--- config.mk ---
export PLATFORM = sky130hd
export DESIGN_NAME = fp64_mul_responder_flat
export DESIGN_NICKNAME = d
export VERILOG_FILES = /design/src/rtl/fp64_pkg.sv /design/src/rtl/fp64_mul_responder_if.sv /design/src/rtl/fp64_round_pack.sv /design/src/rtl/fp64_mul_responder.sv /design/src/flat_wrapper.sv
export SDC_FILE = /design/constraint.sdc
export NUM_CORES = 2
export LEC_CHECK = 0
export BUFFER_PORTS_ARGS = -buffer_cell sky130_fd_sc_hd__clkbuf_2
export CELL_PAD_IN_SITES_DETAIL_PLACEMENT = 1
export CELL_PAD_IN_SITES_GLOBAL_PLACEMENT = 1
export CORE_ASPECT_RATIO = 1.5
export CORE_UTILIZATION = 35
export DETAILED_ROUTE_END_ITERATION = 10
export GPL_TIMING_DRIVEN = 0
export PLACE_DENSITY = 0.66
export REMOVE_ABC_BUFFERS = 1
export SLEW_MARGIN = 20
export SYNTH_ARGS = -nofsm -noshare
export SYNTH_HDL_FRONTEND = slang
export SYNTH_HIERARCHICAL = 1
export SYNTH_SLANG_ARGS = --single-unit
--- constraint.sdc ---
create_clock -name clk -period 9.1 [get_ports clk]
set_clock_uncertainty 0.05 [all_clocks]
set_input_delay 0.455 -clock clk [delete_from_list [all_inputs] [get_ports clk]]
set_output_delay 0.455 -clock clk [all_outputs]
set_load 0.01 [all_outputs]
--- src/rtl/fp64_pkg.sv ---
// Shared binary64 field widths, constants, class/state enums and operand unpacking.
// With FP_MUL_SUBNORM_EN defined, subnormal operands are pre-normalised here.
package fp64_pkg;

  localparam int EXP_W = 11;
  localparam int MAN_W = 52;
  localparam int BIAS  = 1023;

  localparam logic [63:0] QNAN    = 64'h7FF8_0000_0000_0000;
  localparam logic [63:0] POS_INF = 64'h7FF0_0000_0000_0000;

  typedef enum logic [2:0] {ZERO, SUB, NORM, INF, NAN} cls_e;
  typedef enum logic [2:0] {S_IDLE, S_UNPACK, S_MUL, S_NORM, S_ROUND} state_e;

  typedef struct packed {
    logic               sign;
    logic signed [12:0] exp;
    logic [MAN_W:0]     mant;
    cls_e               cls;
  } unpacked_t;

`ifdef FP_MUL_SUBNORM_EN
  function automatic logic [5:0] lzc53(input logic [52:0] m);
    logic [5:0] n;
    n = 6'd53;
    for (int unsigned i = 0; i < 53; i++) begin
      if (m[i]) n = 6'(52 - i);
    end
    return n;
  endfunction
`endif

  function automatic unpacked_t unpack(input logic [63:0] x);
    unpacked_t        u;
    logic [EXP_W-1:0] e;
    logic [MAN_W-1:0] f;
`ifdef FP_MUL_SUBNORM_EN
    logic [5:0]       lz;
`endif
    e      = x[62:52];
    f      = x[51:0];
    u.sign = x[63];
    u.exp  = $signed({2'b00, e});
    u.mant = {1'b1, f};
    u.cls  = NORM;
    if (e == '1) begin
      u.cls = (f == '0) ? INF : NAN;
    end else if (e == '0) begin
      u.mant = {1'b0, f};
      u.exp  = 13'sd1;
      if (f == '0) begin
        u.cls = ZERO;
      end else begin
`ifdef FP_MUL_SUBNORM_EN
        // Shift the leading one up to the hidden-bit position; exponent goes below 1.
        u.cls  = SUB;
        lz     = lzc53({1'b0, f});
        u.mant = {1'b0, f} << lz;
        u.exp  = 13'sd1 - $signed({7'b0, lz});
`else
        u.cls  = ZERO;
`endif
      end
    end
    return u;
  endfunction

endpackage

--- src/rtl/fp64_mul_responder_if.sv ---
// valid/finish request bus between a CMU FSM (master) and the multiplier (slave).
interface fp64_mul_responder_if #(parameter int DBL_WIDTH = 64);
  logic                 valid;
  logic [DBL_WIDTH-1:0] a;
  logic [DBL_WIDTH-1:0] b;
  logic                 finish;
  logic [DBL_WIDTH-1:0] result;
  logic                 busy;

  modport master (output valid, a, b, input finish, result, busy);
  modport slave  (input valid, a, b, output finish, result, busy);
endinterface

--- src/rtl/fp64_round_pack.sv ---
// Combinational round-to-nearest-even and packing of the normalised product.
// FP_MUL_SUBNORM_EN selects gradual underflow; otherwise tiny results flush to zero.
module fp64_round_pack
  import fp64_pkg::*;
(
  input  logic               sign,
  input  logic signed [12:0] exp_in,
  input  logic [105:0]       mant,
  input  cls_e               cls_a,
  input  cls_e               cls_b,
  output logic [63:0]        word
);

  logic [105:0]       shifted;
  logic [52:0]        m53;
  logic               g, r, s, round_up;
  logic [53:0]        sum;
  logic signed [12:0] exp_f;
  logic [51:0]        frac;
  logic [63:0]        arith;
`ifdef FP_MUL_SUBNORM_EN
  logic               tiny;
  logic signed [12:0] sh_full;
  logic [6:0]         sh;
`endif

  always_comb begin
`ifdef FP_MUL_SUBNORM_EN
    tiny    = (exp_in <= 13'sd0);
    sh_full = 13'sd1 - exp_in;
    sh      = '0;
    if (tiny) sh = (sh_full > 13'sd106) ? 7'd106 : sh_full[6:0];
    // Bits shifted out of the bottom are kept alive as sticky in bit 0.
    shifted    = mant >> sh;
    shifted[0] = shifted[0] | (|(mant & ~({106{1'b1}} << sh)));
`else
    shifted = mant;
`endif
    m53      = shifted[104:52];
    g        = shifted[51];
    r        = shifted[50];
    s        = |shifted[49:0];
    round_up = g & (r | s | m53[0]);
    sum      = {1'b0, m53} + {53'b0, round_up};
    exp_f    = exp_in;
    frac     = sum[51:0];
    if (sum[53]) begin
      frac  = sum[52:1];
      exp_f = exp_in + 13'sd1;
    end

`ifdef FP_MUL_SUBNORM_EN
    // A carry into bit 52 promotes the subnormal to the minimum normal encoding.
    if (tiny)                      arith = {sign, 10'b0, sum[52], sum[51:0]};
    else if (exp_f >= 13'sd2047)   arith = POS_INF | {sign, 63'b0};
    else                           arith = {sign, exp_f[10:0], frac};
`else
    if (exp_f >= 13'sd2047)        arith = POS_INF | {sign, 63'b0};
    else if (exp_f <= 13'sd0)      arith = {sign, 63'b0};
    else                           arith = {sign, exp_f[10:0], frac};
`endif

    if (cls_a == NAN || cls_b == NAN)                                 word = QNAN;
    else if ((cls_a == INF && cls_b == ZERO) ||
             (cls_a == ZERO && cls_b == INF))                         word = QNAN;
    else if (cls_a == INF || cls_b == INF)                            word = POS_INF | {sign, 63'b0};
    else if (cls_a == ZERO || cls_b == ZERO)                          word = {sign, 63'b0};
    else                                                              word = arith;
  end

endmodule

--- src/rtl/fp64_mul_responder.sv ---
// Multi-cycle binary64 multiplier on the valid/finish bus: 53x4 shift-add over
// 14 cycles, fixed 17-cycle latency. Optional FP_MUL_SUBNORM_EN enables subnormals.
module fp64_mul_responder
  import fp64_pkg::*;
#(
  parameter int DBL_WIDTH = 64
) (
  input  logic                 clk,
  input  logic                 rst_n,
  fp64_mul_responder_if.slave  bus
);

  if (DBL_WIDTH != 64) begin : g_width_check
    $error("fp64_mul_responder: DBL_WIDTH must be 64");
  end

  state_e             state_q, state_d;
  logic [63:0]        a_q, a_d, b_q, b_d;
  logic               sign_q, sign_d;
  logic signed [12:0] exp_q, exp_d;
  logic [52:0]        mant_a_q, mant_a_d, mant_b_q, mant_b_d;
  cls_e               cls_a_q, cls_a_d, cls_b_q, cls_b_d;
  logic [105:0]       acc_q, acc_d;
  logic [3:0]         cnt_q, cnt_d;
  logic [63:0]        result_q, result_d;
  logic               finish_q, finish_d;
  logic               busy_q, busy_d;

  unpacked_t          ua, ub;
  logic [55:0]        mant_b_pad;
  logic [3:0]         nib;
  logic [105:0]       pp;
  logic [63:0]        packed_word;

  fp64_round_pack u_round_pack (
    .sign   (sign_q),
    .exp_in (exp_q),
    .mant   (acc_q),
    .cls_a  (cls_a_q),
    .cls_b  (cls_b_q),
    .word   (packed_word)
  );

  always_comb begin
    ua         = unpack(a_q);
    ub         = unpack(b_q);
    mant_b_pad = {3'b0, mant_b_q};
    nib        = mant_b_pad[{cnt_q, 2'b00} +: 4];
    pp         = ({53'b0, mant_a_q} * {102'b0, nib}) << {cnt_q, 2'b00};

    state_d  = state_q;
    a_d      = a_q;
    b_d      = b_q;
    sign_d   = sign_q;
    exp_d    = exp_q;
    mant_a_d = mant_a_q;
    mant_b_d = mant_b_q;
    cls_a_d  = cls_a_q;
    cls_b_d  = cls_b_q;
    acc_d    = acc_q;
    cnt_d    = cnt_q;
    result_d = result_q;
    finish_d = 1'b0;

    case (state_q)
      S_IDLE: begin
        if (bus.valid) begin
          a_d     = bus.a;
          b_d     = bus.b;
          state_d = S_UNPACK;
        end
      end
      S_UNPACK: begin
        sign_d   = ua.sign ^ ub.sign;
        exp_d    = ua.exp + ub.exp - 13'(BIAS);
        mant_a_d = ua.mant;
        mant_b_d = ub.mant;
        cls_a_d  = ua.cls;
        cls_b_d  = ub.cls;
        acc_d    = '0;
        cnt_d    = '0;
        state_d  = S_MUL;
      end
      S_MUL: begin
        acc_d = acc_q + pp;
        cnt_d = cnt_q + 4'd1;
        if (cnt_q == 4'd13) state_d = S_NORM;
      end
      S_NORM: begin
        // Product in [2,4): halve it, folding the dropped bit into sticky.
        if (acc_q[105]) begin
          acc_d = {1'b0, acc_q[105:1]} | {105'b0, acc_q[0]};
          exp_d = exp_q + 13'sd1;
        end
        state_d = S_ROUND;
      end
      S_ROUND: begin
        result_d = packed_word;
        finish_d = 1'b1;
        state_d  = S_IDLE;
      end
      default: state_d = S_IDLE;
    endcase

    busy_d = (state_d != S_IDLE);
  end

  always_ff @(posedge clk or negedge rst_n) begin
    if (!rst_n) begin
      state_q  <= S_IDLE;
      a_q      <= '0;
      b_q      <= '0;
      sign_q   <= 1'b0;
      exp_q    <= '0;
      mant_a_q <= '0;
      mant_b_q <= '0;
      cls_a_q  <= ZERO;
      cls_b_q  <= ZERO;
      acc_q    <= '0;
      cnt_q    <= '0;
      result_q <= '0;
      finish_q <= 1'b0;
      busy_q   <= 1'b0;
    end else begin
      state_q  <= state_d;
      a_q      <= a_d;
      b_q      <= b_d;
      sign_q   <= sign_d;
      exp_q    <= exp_d;
      mant_a_q <= mant_a_d;
      mant_b_q <= mant_b_d;
      cls_a_q  <= cls_a_d;
      cls_b_q  <= cls_b_d;
      acc_q    <= acc_d;
      cnt_q    <= cnt_d;
      result_q <= result_d;
      finish_q <= finish_d;
      busy_q   <= busy_d;
    end
  end

  assign bus.finish = finish_q;
  assign bus.result = result_q;
  assign bus.busy   = busy_q;

endmodule

--- src/flat_wrapper.sv ---
// flat-port wrapper written by rule: the top's interface ports become plain ports
module fp64_mul_responder_flat import fp64_pkg::*;
#(
  parameter int DBL_WIDTH = 64
)
  (clk, rst_n, bus_valid, bus_a, bus_b, bus_finish, bus_result, bus_busy);
  fp64_mul_responder_if #(.DBL_WIDTH(DBL_WIDTH)) bus_i ();
  input  logic clk;
  input  logic rst_n;
  input wire logic [$bits(bus_i.valid)-1:0] bus_valid;
  input wire logic [$bits(bus_i.a)-1:0] bus_a;
  input wire logic [$bits(bus_i.b)-1:0] bus_b;
  output wire logic [$bits(bus_i.finish)-1:0] bus_finish;
  output wire logic [$bits(bus_i.result)-1:0] bus_result;
  output wire logic [$bits(bus_i.busy)-1:0] bus_busy;
  assign bus_i.valid = bus_valid;
  assign bus_i.a = bus_a;
  assign bus_i.b = bus_b;
  assign bus_finish = bus_i.finish;
  assign bus_result = bus_i.result;
  assign bus_busy = bus_i.busy;
  fp64_mul_responder #(.DBL_WIDTH(DBL_WIDTH)) u_core (.clk(clk), .rst_n(rst_n), .bus(bus_i));
endmodule
# Word-level counts from Yosys, hierarchy flattened
# Cells that the tools add are included.
[totals] register_bits=433 input_bits=131 output_inout_bits=66 wordCells=89
[op_classes] n_addsub=6 multipliers=1 magnitude_cmp=2 n_eq_ne=12 shift=2 muxes=25 bitwise_logic=5 reduce_logical=21
[op_table] operator="$pmux 106 s3" n=1
[op_table] operator="$mux 64" n=4
[op_table] operator="$mux 63" n=4
[op_table] operator="$mux 67" n=2
[op_table] operator="$add 106x106->106" n=1
[op_table] operator="$mux 106" n=1
[op_table] operator="$shl 57x6->106" n=1
[op_table] operator="$or 105x1->105" n=1
[op_table] operator="$logic_not 52->1" n=2
[op_table] operator="$mul 53x4->57" n=1
[op_table] operator="$shiftx 56x7->4" n=1
[op_table] operator="$add 53x1->54" n=1
[op_table] operator="$mux 52" n=1
[op_table] operator="$reduce_or 50->1" n=1
[op_table] operator="$mux 13" n=2
[op_table] operator="$pmux 13 s2" n=1
[op_table] operator="$eq 11x11->1 const B" n=2
[op_table] operator="$logic_not 11->1" n=2
[op_table] operator="$mux 3" n=6
[op_table] operator="$add 13x2->13 const B" n=1
[op_table] operator="$ge 13x12->1 const B" n=1
[op_table] operator="$le 13x1->1 const B" n=1
[op_table] operator="$sub 13x11->13 const B" n=1
[op_table] operator="$add 11x11->12" n=1
[op_table] operator="other kinds (18)" n=34

# Longest topological paths before layout
[depth] word_depth=13 ltp_mapped=45 mapped_depth_nobuf=39

# By module
# Netlist, hierarchy kept.
[by_module_without_submodules] mod="fp64_mul_responder" n_inst=1 cells_per_inst=4014 area_per_inst_um2=34728.3 seq_area_each_um2=10835.4
[by_module_without_submodules] mod="fp64_round_pack" n_inst=1 cells_per_inst=369 area_per_inst_um2=2483.6 seq_area_each_um2=0.0

# Least setup slack after synthesis
# No wires, ideal clock.
[synth_path] path_type="register to register" from="register u_core.cnt_q[0]" to="register u_core.acc_q[104]" setup_time_ps=122 t_arrival_ps=9713 required_time_ps=8928 slack_ps=-784 stages_incl_launch_ff=41 n_path_buf=4 period_less_slack_ps=9884 path_cell_list="dfrtp_1 buf_1 clkbuf_1 mux4_2 mux2i_1 o21ai_1 clkbuf_1 and2_1 fa_1 inv_1 fa_1 inv_1 ha_1 a21o_1 a21o_1 a21o_1 a31oi_2 o31ai_2 (+5 left out) mux2i_1 a311oi_1 o31a_1 ha_1 clkbuf_1 nand4_1 nor3_1 nand2_1 o22ai_1 a2111oi_0 a2111o_1 a2111oi_2 nor2_1 o31a_1 o31a_1 o21ai_1 mux2i_1 nand2_1"
[synth_via] elab_chain_len=5
[synth_rtl] item="start: declaration" line_no="fp64_mul_responder.sv:24" text="logic [3:0] cnt_q, cnt_d;"
[synth_rtl] item="start signal: assignment" line_no="fp64_mul_responder.sv:135" text="cnt_q <= cnt_d;"
[synth_rtl] item="$shiftx 56x7->4" line_no="fp64_mul_responder.sv:48" text="nib = mant_b_pad[{cnt_q, 2'b00} +: 4];"
[synth_rtl] item="$mul 53x4->57" line_no="fp64_mul_responder.sv:49" text="pp = ({53'b0, mant_a_q} * {102'b0, nib}) << {cnt_q, 2'b00};"
[synth_rtl] item="$shl 57x6->106 *" line_no="fp64_mul_responder.sv:49"
[synth_rtl] item="$add 106x106->106 *" line_no="fp64_mul_responder.sv:85" text="acc_d = acc_q + pp;"
[synth_rtl] item="$pmux 106 s3 *" line_no="fp64_mul_responder.sv:65" text="case (state_q)"
[synth_rtl] item="end signal: assignment" line_no="fp64_mul_responder.sv:119" text="acc_q <= '0;"
[synth_rtl] item="end signal: assignment" line_no="fp64_mul_responder.sv:134" text="acc_q <= acc_d;"
[synth_rtl] item="end: declaration" line_no="fp64_mul_responder.sv:23" text="logic [105:0] acc_q, acc_d;"
# Every way passes the cells marked *; elsewhere a longest branch is shown, timed or not.
# A chain may end at the register's enable or synchronous reset.

# Final worst setup path
# Ends and elaborated chain as after synthesis.

==> results.tsv <==
stage	metric	value	unit
logic_synthesis	ys_top_cells_by_area	dfrtp_1, mux2_2, ha_1	
routing	first_pass_iters	8	
setup_path	crit_type	reg2reg	
routing	routedWlPerCell	22.1	um
place	place_congestion	0.936	
clocking	cts_buffers	48	
setup_path	reg2reg_to	u_core/acc_q[104]	
routing	route.detailed.drc	0	
logic_synthesis	synth_cell_types	103	
global_route	overflow	0	
floorplanning	core	105000	um2
setup_path	r2r_start	u_core/cnt_q[0]	
setup_path	cp.required	9.60	ns
routing	vias	34400	
routing	vias_per_cell	5.58	
final_layout	drive_gt1_share	23.8	%
global_route	grt_pass1_wl	211	mm
place	dp_slack	-3.99	ns
final_layout	antenna_cells	0	
logic_synthesis	synthesis.area_per_instance	8.49	um2
setup_path	cp.arrival	10.46	ns
logic_synthesis	synth_seq_cells	433	
timing	rsz0062_at_grt	true	
timing	drv_slew	0	
place	dp_hpwl	97.5	mm
min_path	hold_path.class	in2reg	
logic_synthesis	yosysTopAreaCell	dfrtp_1	
logic_synthesis	syn_area	37200	um2
clocking	clock_latency	0.66	ns
routing	drt-initial-drc-count	1635	
job	max-cap-violations	0	
setup_path	slowest_stage	fa_1	
setup_path	crit_path_end	u_core/acc_q[104]	
logic_synthesis	yosysWarnings	6	
timing	hold_viol	0	
timing	setup_viol	32	
clocking	clk_pin_slew	0.07	ns
timing	slew_headroom	21.1	%
logic_synthesis	synth-seq-area-share	29.1	%
timing	finalCriticalPeriod	9.96	ns
clocking	cts_sinks	433	
global_route	grt_max_degree	89	
clocking	cts_tree	built	
final_layout	area_growth	24.7	%
timing	fin_ws	-0.861	ns
routing	drt_wl_total	136	mm
setup_path	r2r_slack	-0.86	ns
setup_path	reg2reg_depth	40	
setup_path	startpoint_type	register	
floorplanning	dieWidth	268	um
routing	antenna_left	0	
setup_path	end_kind	register	
timing	fmax	0.100	GHz
logic_synthesis	synth-edff-count	0	
setup_path	cp_max_fo	7	
logic_synthesis	synth_top_area_share	29.1	%
logic_synthesis	synthTopCellsByCount	nand2_1, dfrtp_1, a21oi_1	
clocking	cts_root_buffer	clkbuf_16	
global_route	grt_antenna_before_repair	0	
place	io_buffers	196	
floorplanning	die_area	108000	um2
timing	worstMarginPinSlew	1.18	ns
global_route	grt_pass1_vias	36400	
global_route	grt_usage	24.9	%
floorplanning	ios	197	
logic_synthesis	syn_inst	4383	
final_layout	fin_nets	5146	
setup_path	startpoint	u_core/cnt_q[0]	
floorplanning	start_util	35.3	%
timing	post-route-period-util	109	%
floorplanning	dieHeight	401	um
logic_synthesis	synthArstFlopShare	100	%
logic_synthesis	ys.flop_type	dfrtp_1	
final_layout	regArea	10900	um2
status	violations	negative setup slack	
final_layout	nFillCells	12200	
status	status	complete, but fails checks	
setup_path	slowest_delay	0.57	ns
clocking	cts_buffer_depth	3	
floorplanning	fp-row-count	146	
logic_synthesis	yosysMostFrequentCell	nand2_1	
clocking	cts-htree-levels	2	
final_layout	multi_input_area	26400	um2
==> how the worst min path moves through the flow <==
stage,startpoint,to,slack [ns],depth (start not counted)
global route,bus_a[61],u_core/a_q[61],-0.001,2
finish,bus_a[61],u_core/a_q[61],0.01,2
CTS,bus_b[50],u_core/b_q[50],0.002,2
floorplan,rst_n,u_core/a_q[0],0.11,0
global placement,u_core/mant_b_q[26],u_core/mant_b_q[26],0.40,2
detailed placement,rst_n,u_core/bus.result[56],0.40,1
==> critical path, delay by kind of cell (launching register included) <==
family	cells	cell delay, ns
muxes	4	1.35
buffers and inverters	6	0.64
DFF	1	0.52
and+or+nand+nor	6	0.83
adders and majority gates	4	1.59
AOI/OAI and AO/OA	20	4.85
==> cells by family (layout without fill, tap and decap cells) <==
logic type	after synthesis	in the layout	share of synthesized area [%]
AOI/OAI and AO/OA	993	996	16.9
xor gates and xnor gates	214	214	5.04
adders and majority gates	299	299	12.2
buffers and inverters	535	904	5.64
DFF	433	433	29.1
muxes	362	362	10.9
and+or+nand+nor	1547	1547	20.2
==> per-layer routing <==
layer,GRT usage (%),up-vias,wire length (um)
met1,28.7,17300,53600
li1,-,16000,-
met4,11.4,0,7030
met3,2.56,312,4370
met5,0,-,0
met2,45.5,757,71400
==> flip-flops by register name, summed over array words and instances (netlist names) <==
| name | cells |
|---|---|
| u_core/a_q | 64 |
| u_core/acc_q | 106 |
| u_core/b_q | 64 |
| u_core/bus.busy | 1 |
| u_core/bus.finish | 1 |
| u_core/bus.result | 64 |
| u_core/cls_a_q | 3 |
| u_core/cls_b_q | 3 |
| u_core/cnt_q | 4 |
| u_core/exp_q | 13 |
| u_core/mant_a_q | 53 |
| u_core/mant_b_q | 53 |
| u_core/sign_q | 1 |
| u_core/state_q | 3 |
==> cell usage in the layout (no fill, tap or decap), types with 16 or more instances in the layout <==
cell type / n
nand2_1: 628
dfrtp_1: 429
inv_1: 256
a21oi_1: 247
nor2_1: 243
mux2_2: 216
clkbuf_2: 195
and2_1: 169
buf_4: 152
ha_1: 151
o21ai_0: 145
dlygate4sd3_1: 119
xnor2_1: 118
mux2i_1: 112
fa_1: 103
o22ai_1: 93
a21o_1: 91
nand3_1: 81
nand4_1: 80
xor2_1: 80
nor4_1: 66
clkbuf_16: 50
o21bai_1: 45
a21oi_2: 42
nor3_1: 41
o21ai_1: 37
o21a_1: 33
nand2b_1: 30
and3_1: 29
nor2_4: 27
ha_4: 27
buf_6: 24
o21ai_2: 21
a31oi_1: 20
buf_16: 19
ha_2: 17
o211ai_1: 16
nor2b_1: 16
buf_2: 16
==> timing repair <==
action | CTS | global route
cloned | 9 | 2
setup endpoints to repair | 81 | 68
resized for setup | 220 | 244
endpoints found under the hold margin | 160 | 1
pin swaps | 77 | 113
buffers inserted | 102 | 60
hold buffers | 118 | 1
==> area by class of cell <==
| cell class | count | share of cell area [%] |
|---|---|---|
| multi-input combinational | 3418 | 56.9 |
| sequential | 433 | 23.4 |
| timing repair buffer | 544 | 9.86 |
| tap | 1406 | 3.79 |
| clock buffer | 62 | 2.94 |
| inverter | 269 | 2.28 |
| clock inverter | 27 | 0.844 |
| timing repair inverter | 2 | 0.0431 |
==> per-stage QoR <==
step | hold WS [ns] | std cells | utilization, % | setup TNS (ns) | instance area, um2
2_1_floorplan | 0.109 | 4117 | - | -1012.61 | 36100
3_3_place_gp | 0.403 | 5719 | 36.9 | -5079.23 | 38900
3_5_place_dp | 0.402 | 5783 | 37.8 | -161.45 | 39900
4_1_cts | 0.00199 | 6101 | 42.5 | -16.55 | 44800
5_1_grt | -0.00117 | 6161 | 44.0 | -24.76 | 46400
6_report | 0.0148 | 6161 | 44.0 | -15.18 | 46400
Power is not shown: default switching activity piles up to over one toggle a cycle in this logic, so the estimate is an artifact.
